<file path="config.mk">
export PLATFORM = sky130hd
export DESIGN_NAME = multi_tick_timer
export DESIGN_NICKNAME = d
export VERILOG_FILES = /design/src/rtl/multi_tick_timer.sv
export SDC_FILE = /design/constraint.sdc
export NUM_CORES = 1
export LEC_CHECK = 0
export CAP_MARGIN = 5
export CORE_UTILIZATION = 48
export DETAILED_ROUTE_END_ITERATION = 8
export HOLD_SLACK_MARGIN = 0.02
export PLACE_DENSITY_LB_ADDON = 0.05
export SLEW_MARGIN = 20
export SYNTH_ARGS = -nofsm -noshare
export SYNTH_HDL_FRONTEND = slang
export SYNTH_SLANG_ARGS = --single-unit
</file>
<file path="constraint.sdc">
create_clock -name clk -period 3 [get_ports clk]
set_input_delay 0.6 -clock clk [delete_from_list [all_inputs] [get_ports clk]]
set_output_delay 0.6 -clock clk [all_outputs]
set_load 0.05 [all_outputs]
</file>
<file path="src/rtl/multi_tick_timer.sv">
// multi_tick_timer: CH independent timebase channels sharing one clock.
// Each channel has a runtime-loadable period, periodic / one-shot mode,
// enable and clear. It exposes a combinational terminal flag (tick_c), a
// registered one-cycle tick (tick_q), an armed flag (busy) and its live count.
//
// Optional feature macro: TMR_PRESCALE_EN
//   defined   -> a shared prescaler divides the advance rate by PRESCALE
//   undefined -> channels advance on every clk (PRESCALE is ignored)
//
// A period of P cycles counts 0..P-1; P=0 behaves as P=1.
module multi_tick_timer #(
    parameter int CH         = 2,
    parameter int CW         = 16,
    parameter int DEF_PERIOD = 20,
    parameter int PRESCALE   = 1
) (
    input  logic               clk,
    input  logic               rst_n,
    input  logic [CH-1:0]      en,
    input  logic [CH-1:0]      clr,
    input  logic [CH-1:0]      load,
    input  logic [CH-1:0]      mode,
    input  logic [CH*CW-1:0]   period,
    output logic [CH-1:0]      tick_c,
    output logic [CH-1:0]      tick_q,
    output logic [CH-1:0]      busy,
    output logic [CH*CW-1:0]   count
);

    localparam logic [CW-1:0] ONE   = CW'(1);
    localparam logic [CW-1:0] DEF_P = CW'(DEF_PERIOD);

    // Elaboration-time parameter sanity checks.
    if (CH < 1 || CH > 8) begin : g_bad_ch
        $error("multi_tick_timer: CH must be 1..8");
    end
    if (PRESCALE < 1) begin : g_bad_prescale
        $error("multi_tick_timer: PRESCALE must be >= 1");
    end

    // Shared advance strobe; every channel qualifies its advance with it.
    logic w_stb;

`ifdef TMR_PRESCALE_EN
    localparam int              PW       = $clog2(PRESCALE) + 1;
    localparam logic [PW-1:0]   PRE_LAST = PW'(PRESCALE - 1);

    logic [PW-1:0] r_pre;

    // Free-running prescaler cycling 0..PRESCALE-1.
    always_ff @(posedge clk) begin
        if (!rst_n) begin
            r_pre <= '0;
        end else if (r_pre == PRE_LAST) begin
            r_pre <= '0;
        end else begin
            r_pre <= r_pre + PW'(1);
        end
    end

    assign w_stb = (r_pre == PRE_LAST);
`else
    assign w_stb = 1'b1;
`endif

    for (genvar gi = 0; gi < CH; gi++) begin : g_ch
        logic [CW-1:0] r_count;
        logic [CW-1:0] r_period;
        logic          r_mode;
        logic          r_busy;
        logic          r_tick_q;

        logic [CW-1:0] w_last;
        logic          w_adv;
        logic          w_term;

        // A zero period is treated as one, so the terminal count is 0 either way.
        assign w_last = (r_period == '0) ? '0 : (r_period - ONE);
        assign w_adv  = en[gi] & r_busy & w_stb;
        assign w_term = w_adv & (r_count == w_last);

        // Per-channel state update with priority clr > load > terminal > advance.
        always_ff @(posedge clk) begin
            if (!rst_n) begin
                r_count  <= '0;
                r_period <= DEF_P;
                r_mode   <= 1'b0;
                r_busy   <= 1'b1;
                r_tick_q <= 1'b0;
            end else if (clr[gi]) begin
                // One-shot channels stay disarmed after a clear until reloaded.
                r_count  <= '0;
                r_tick_q <= 1'b0;
                r_busy   <= ~r_mode;
            end else if (load[gi]) begin
                // Reload always restarts the count and drops any pending tick.
                r_period <= period[gi*CW +: CW];
                r_mode   <= mode[gi];
                r_count  <= '0;
                r_busy   <= 1'b1;
                r_tick_q <= 1'b0;
            end else if (w_term) begin
                r_count  <= '0;
                r_tick_q <= 1'b1;
                if (r_mode) begin
                    r_busy <= 1'b0;
                end
            end else if (w_adv) begin
                r_count  <= r_count + ONE;
                r_tick_q <= 1'b0;
            end else begin
                r_tick_q <= 1'b0;
            end
        end

        assign tick_c[gi]          = w_term;
        assign tick_q[gi]          = r_tick_q;
        assign busy[gi]            = r_busy;
        assign count[gi*CW +: CW]  = r_count;
    end

endmodule

</file>
==> flow_summary.toml <==
[status]
status = "finished with violations"
violations = "negative setup slack"

[floorplanning]
placementRows = 35
die_h_um = 99.2
dieArea_um2 = 9830
core_area_um2 = 9200
die_w_um = 99.2
io_pins = 80
initial_core_util = 0.493

[power_and_ir_drop]
cellPowerDensity_nw_per_um2 = 365
leakagePower_nw = 2.32
total_power_w = 0.00232
ir_worst_vdd_uv = 243

[clocking]
cts_sinks = 70
clock_path_buffers = 2
clk_latency_ns = 0.35
cts_tree = "built"
cts_buffers = 9
hold_buffers = 0
h-tree-depth = 3
cts.clk_slew.worst_paths_ns = 0.09
root_buffer = "clkbuf_8"

[cells_and_area]
drive_above_1_share = 0.211
syn_to_final_growth_pct = 40.6
fin_area_um2 = 6370
finalNonFillerCells = 830
antenna_cells = 0
nets = 760

[worst_setup_path]
cpPeakStageDelay_ns = 0.58
path_cells = "or4_4, o31a_1, buf_4, o21bai_1, nand4_1, a222oi_1, nand4_1, inv_2, buf_12"
critPathBufInv = 3
startpoint = "g_ch[0].r_period[6]"
path_depth = 9
rr_startpoint = "g_ch[0].r_period[7]"
r2r_cells = 12
critPathMostFrequentCell = "nand4_1"
worstPathRequired_ns = 2.40
cpMaxStageDelayCell = "or4_4"
timing.critical_path.fanout_max = 5
start_kind = "flip-flop"
r2r_end = "g_ch[0].r_count[1]"
r2r_setup_slack_ns = 0.17
worstPathArrival_ns = 2.79
cp_top_family = "simple AND/OR/NAND/NOR gates"
worst_setup_path_end_kind = "primary output"
crit_type = "reg -> out"
crit_end = "tick_c[0]"

[timing]
max_freq_mhz = 295
clock_skew_ns = 0.0127
timing.slew.headroom = 0.572
hold_viol = 0
maxSlewViolCount = 0
fin_crit_sh = 1.13
final.min_clock_period_ns = 3.39
holdWs_ns = 0.496
setup_viol = 2
tightestPinTransition_ns = 0.641
rsz0062_at_grt = "yes"
fin_ws_ns = -0.388

[placed_design]
pre_cts_ws_ns = -0.183
hpwlAfterDp_mm = 9.73
routabilityCongestion = 0.966
dpl_cell_area_um2 = 5900
io_buffer_count = 79
dpl.cell_count = 807

[synth]
yosys.cell_types.count = 68
synth_top_area_cell = "dfxtp_1"
syn_inst = 586
syn_avg_cell_area_um2 = 7.73
synth_edf_count = 0
synth-seq-cells = 70
yosysWarnings = 0
synth.top_cell.area_share = 0.309
syn_area_um2 = 4530
synthFlopType = "dfxtp_1"
synthArstFlopShare = 0
ys_seq_area_frac = 0.309
syn-num-nets = 632
yosys-top-cells-area = "dfxtp_1 31%, nand2_1 8.1%, xor2_1 6.2%"

[route]
wl_per_cell_um = 15.9
via_per_inst = 5.59
firstDrtPassIters = 4
vias = 4637
wl_mm = 13.2
ant_nets = 0
drc_errors = 0
drtIter0Drc = 107

[grt]
grt_pass1_vias = 4478
antenna_found_initial = 0
grt_max_degree = 39
grt_first_pass_wirelength_mm = 21.4
grt-ovfl-total = 0
grt.total_usage = 0.274

[flow_run]
cap_violations = 0

[worst_hold_path]
min_path_type = "reg -> reg"
==> registers in the layout (all words and copies together) (netlist names) <==
register       flops
g_ch.r_count      32
g_ch.r_period     32
g_ch.r_busy        2
g_ch.r_mode        2
g_ch.r_tick_q      2
==> worst min-delay path by stage <==
stage / slack (ns) / startpoint / to / cells after the start
final: 0.50 / g_ch[0].r_mode / g_ch[0].r_mode / 2
after detailed placement: 0.48 / g_ch[0].r_mode / g_ch[0].r_mode / 2
after global routing: 0.52 / g_ch[0].r_mode / g_ch[0].r_mode / 2
after floorplan: 0.45 / g_ch[0].r_mode / g_ch[0].r_mode / 2
after CTS: 0.49 / g_ch[0].r_mode / g_ch[0].r_mode / 2
after global placement: 0.47 / g_ch[0].r_mode / g_ch[0].r_mode / 2
==> cells in the final DEF (no fill, tap or decap), types with 7 or more instances in the layout <==
master and instances:
nand2_1 98, buf_4 79, clkdlybuf4s50_1 77, dfxtp_1 65, nor2_1 49, xor2_1 32
a21boi_0 31, nand3_1 23, xnor2_1 18, nor3_1 17, nand4_1 15, o21ai_0 12
clkbuf_8 11, inv_1 9, nor4_1 8, nand2b_1 8, a21oi_1 8, or3_1 7
==> per-layer routing <==
layer / share of wire / wire, um / vias up / track usage
li1: - / - / 2329 / -
met1: 0.41 / 5420 / 2189 / 0.302
met2: 0.53 / 6980 / 97 / 0.528
met3: 0.034 / 442 / 22 / 0.0443
met4: 0.025 / 331 / 0 / 0.0939
met5: 0 / 0 / - / 0
==> cells by family after synthesis <==
logic type,share of synthesized area
mux,0.0157
fa+ha+maj,0.0110
xor+xnor,0.102
flops,0.309
simple gates,0.334
buf+inv,0.0596
compound gates,0.169
==> cell usage after synthesis, types with 6 or more instances <==
library cell,count
a21boi_0,31
a21oi_1,9
and3_1,6
buf_4,7
clkbuf_1,31
dfxtp_1,70
inv_1,14
mux2i_1,6
nand2_1,98
nand2b_1,8
nand3_1,23
nand4_1,15
nor2_1,51
nor3_1,20
nor4_1,16
o21ai_0,17
or3_1,7
xnor2_1,18
xor2_1,32
==> per-stage QoR <==
| step | util | TNS (ns) |
|---|---|---|
| 2_1_floorplan | - | -0.142 |
| 3_3_place_gp | 0.641 | -0.294 |
| 3_5_place_dp | 0.641 | -0.344 |
| 4_1_cts | 0.678 | -0.807 |
| 5_1_grt | 0.693 | -1.06 |
| 6_report | 0.693 | -0.753 |
==> worst register-to-register path, cell delays in order, from the launching register on <==
cell and delay, ns:
dfxtp_1 0.33, buf_4 0.15, nor4_2 0.39, buf_4 0.20, nand4b_1 0.16, or4_1 0.50
nand4_1 0.11, and4b_1 0.19, nand4_1 0.16, buf_4 0.17, nand3_4 0.11, clkbuf_16 0.20
a21oi_1 0.10
==> repair_timing <==
item | 4_1_cts | 5_1_grt
endpoints found under the setup margin | 2 | 19
gates cloned | 0 | 1
gates resized for setup | 17 | 25
buffers inserted | 6 | 1
pin swaps | 8 | 10
==> layout make-up <==
type | instances | area, um^2
sequential | 70 | 1410
fill | 808 | 2820
clock inverter | 5 | 81.3
clock buffer | 11 | 151
inverter | 14 | 55.1
tap | 111 | 139
timing repair buffer | 161 | 1470
multi-input combinational | 458 | 3070
==> power by group <==
| group | switching (W) | total, W | internal (W) |
|---|---|---|---|
| combinational | 0.000219 | 0.000449 | 0.000230 |
| sequential | 0.0000250 | 0.000977 | 0.000952 |
| clock | 0.000385 | 0.000899 | 0.000514 |
| total | 0.000629 | 0.00232 | 0.00170 |
No activity file was read; power rests on OpenSTA's default activity.
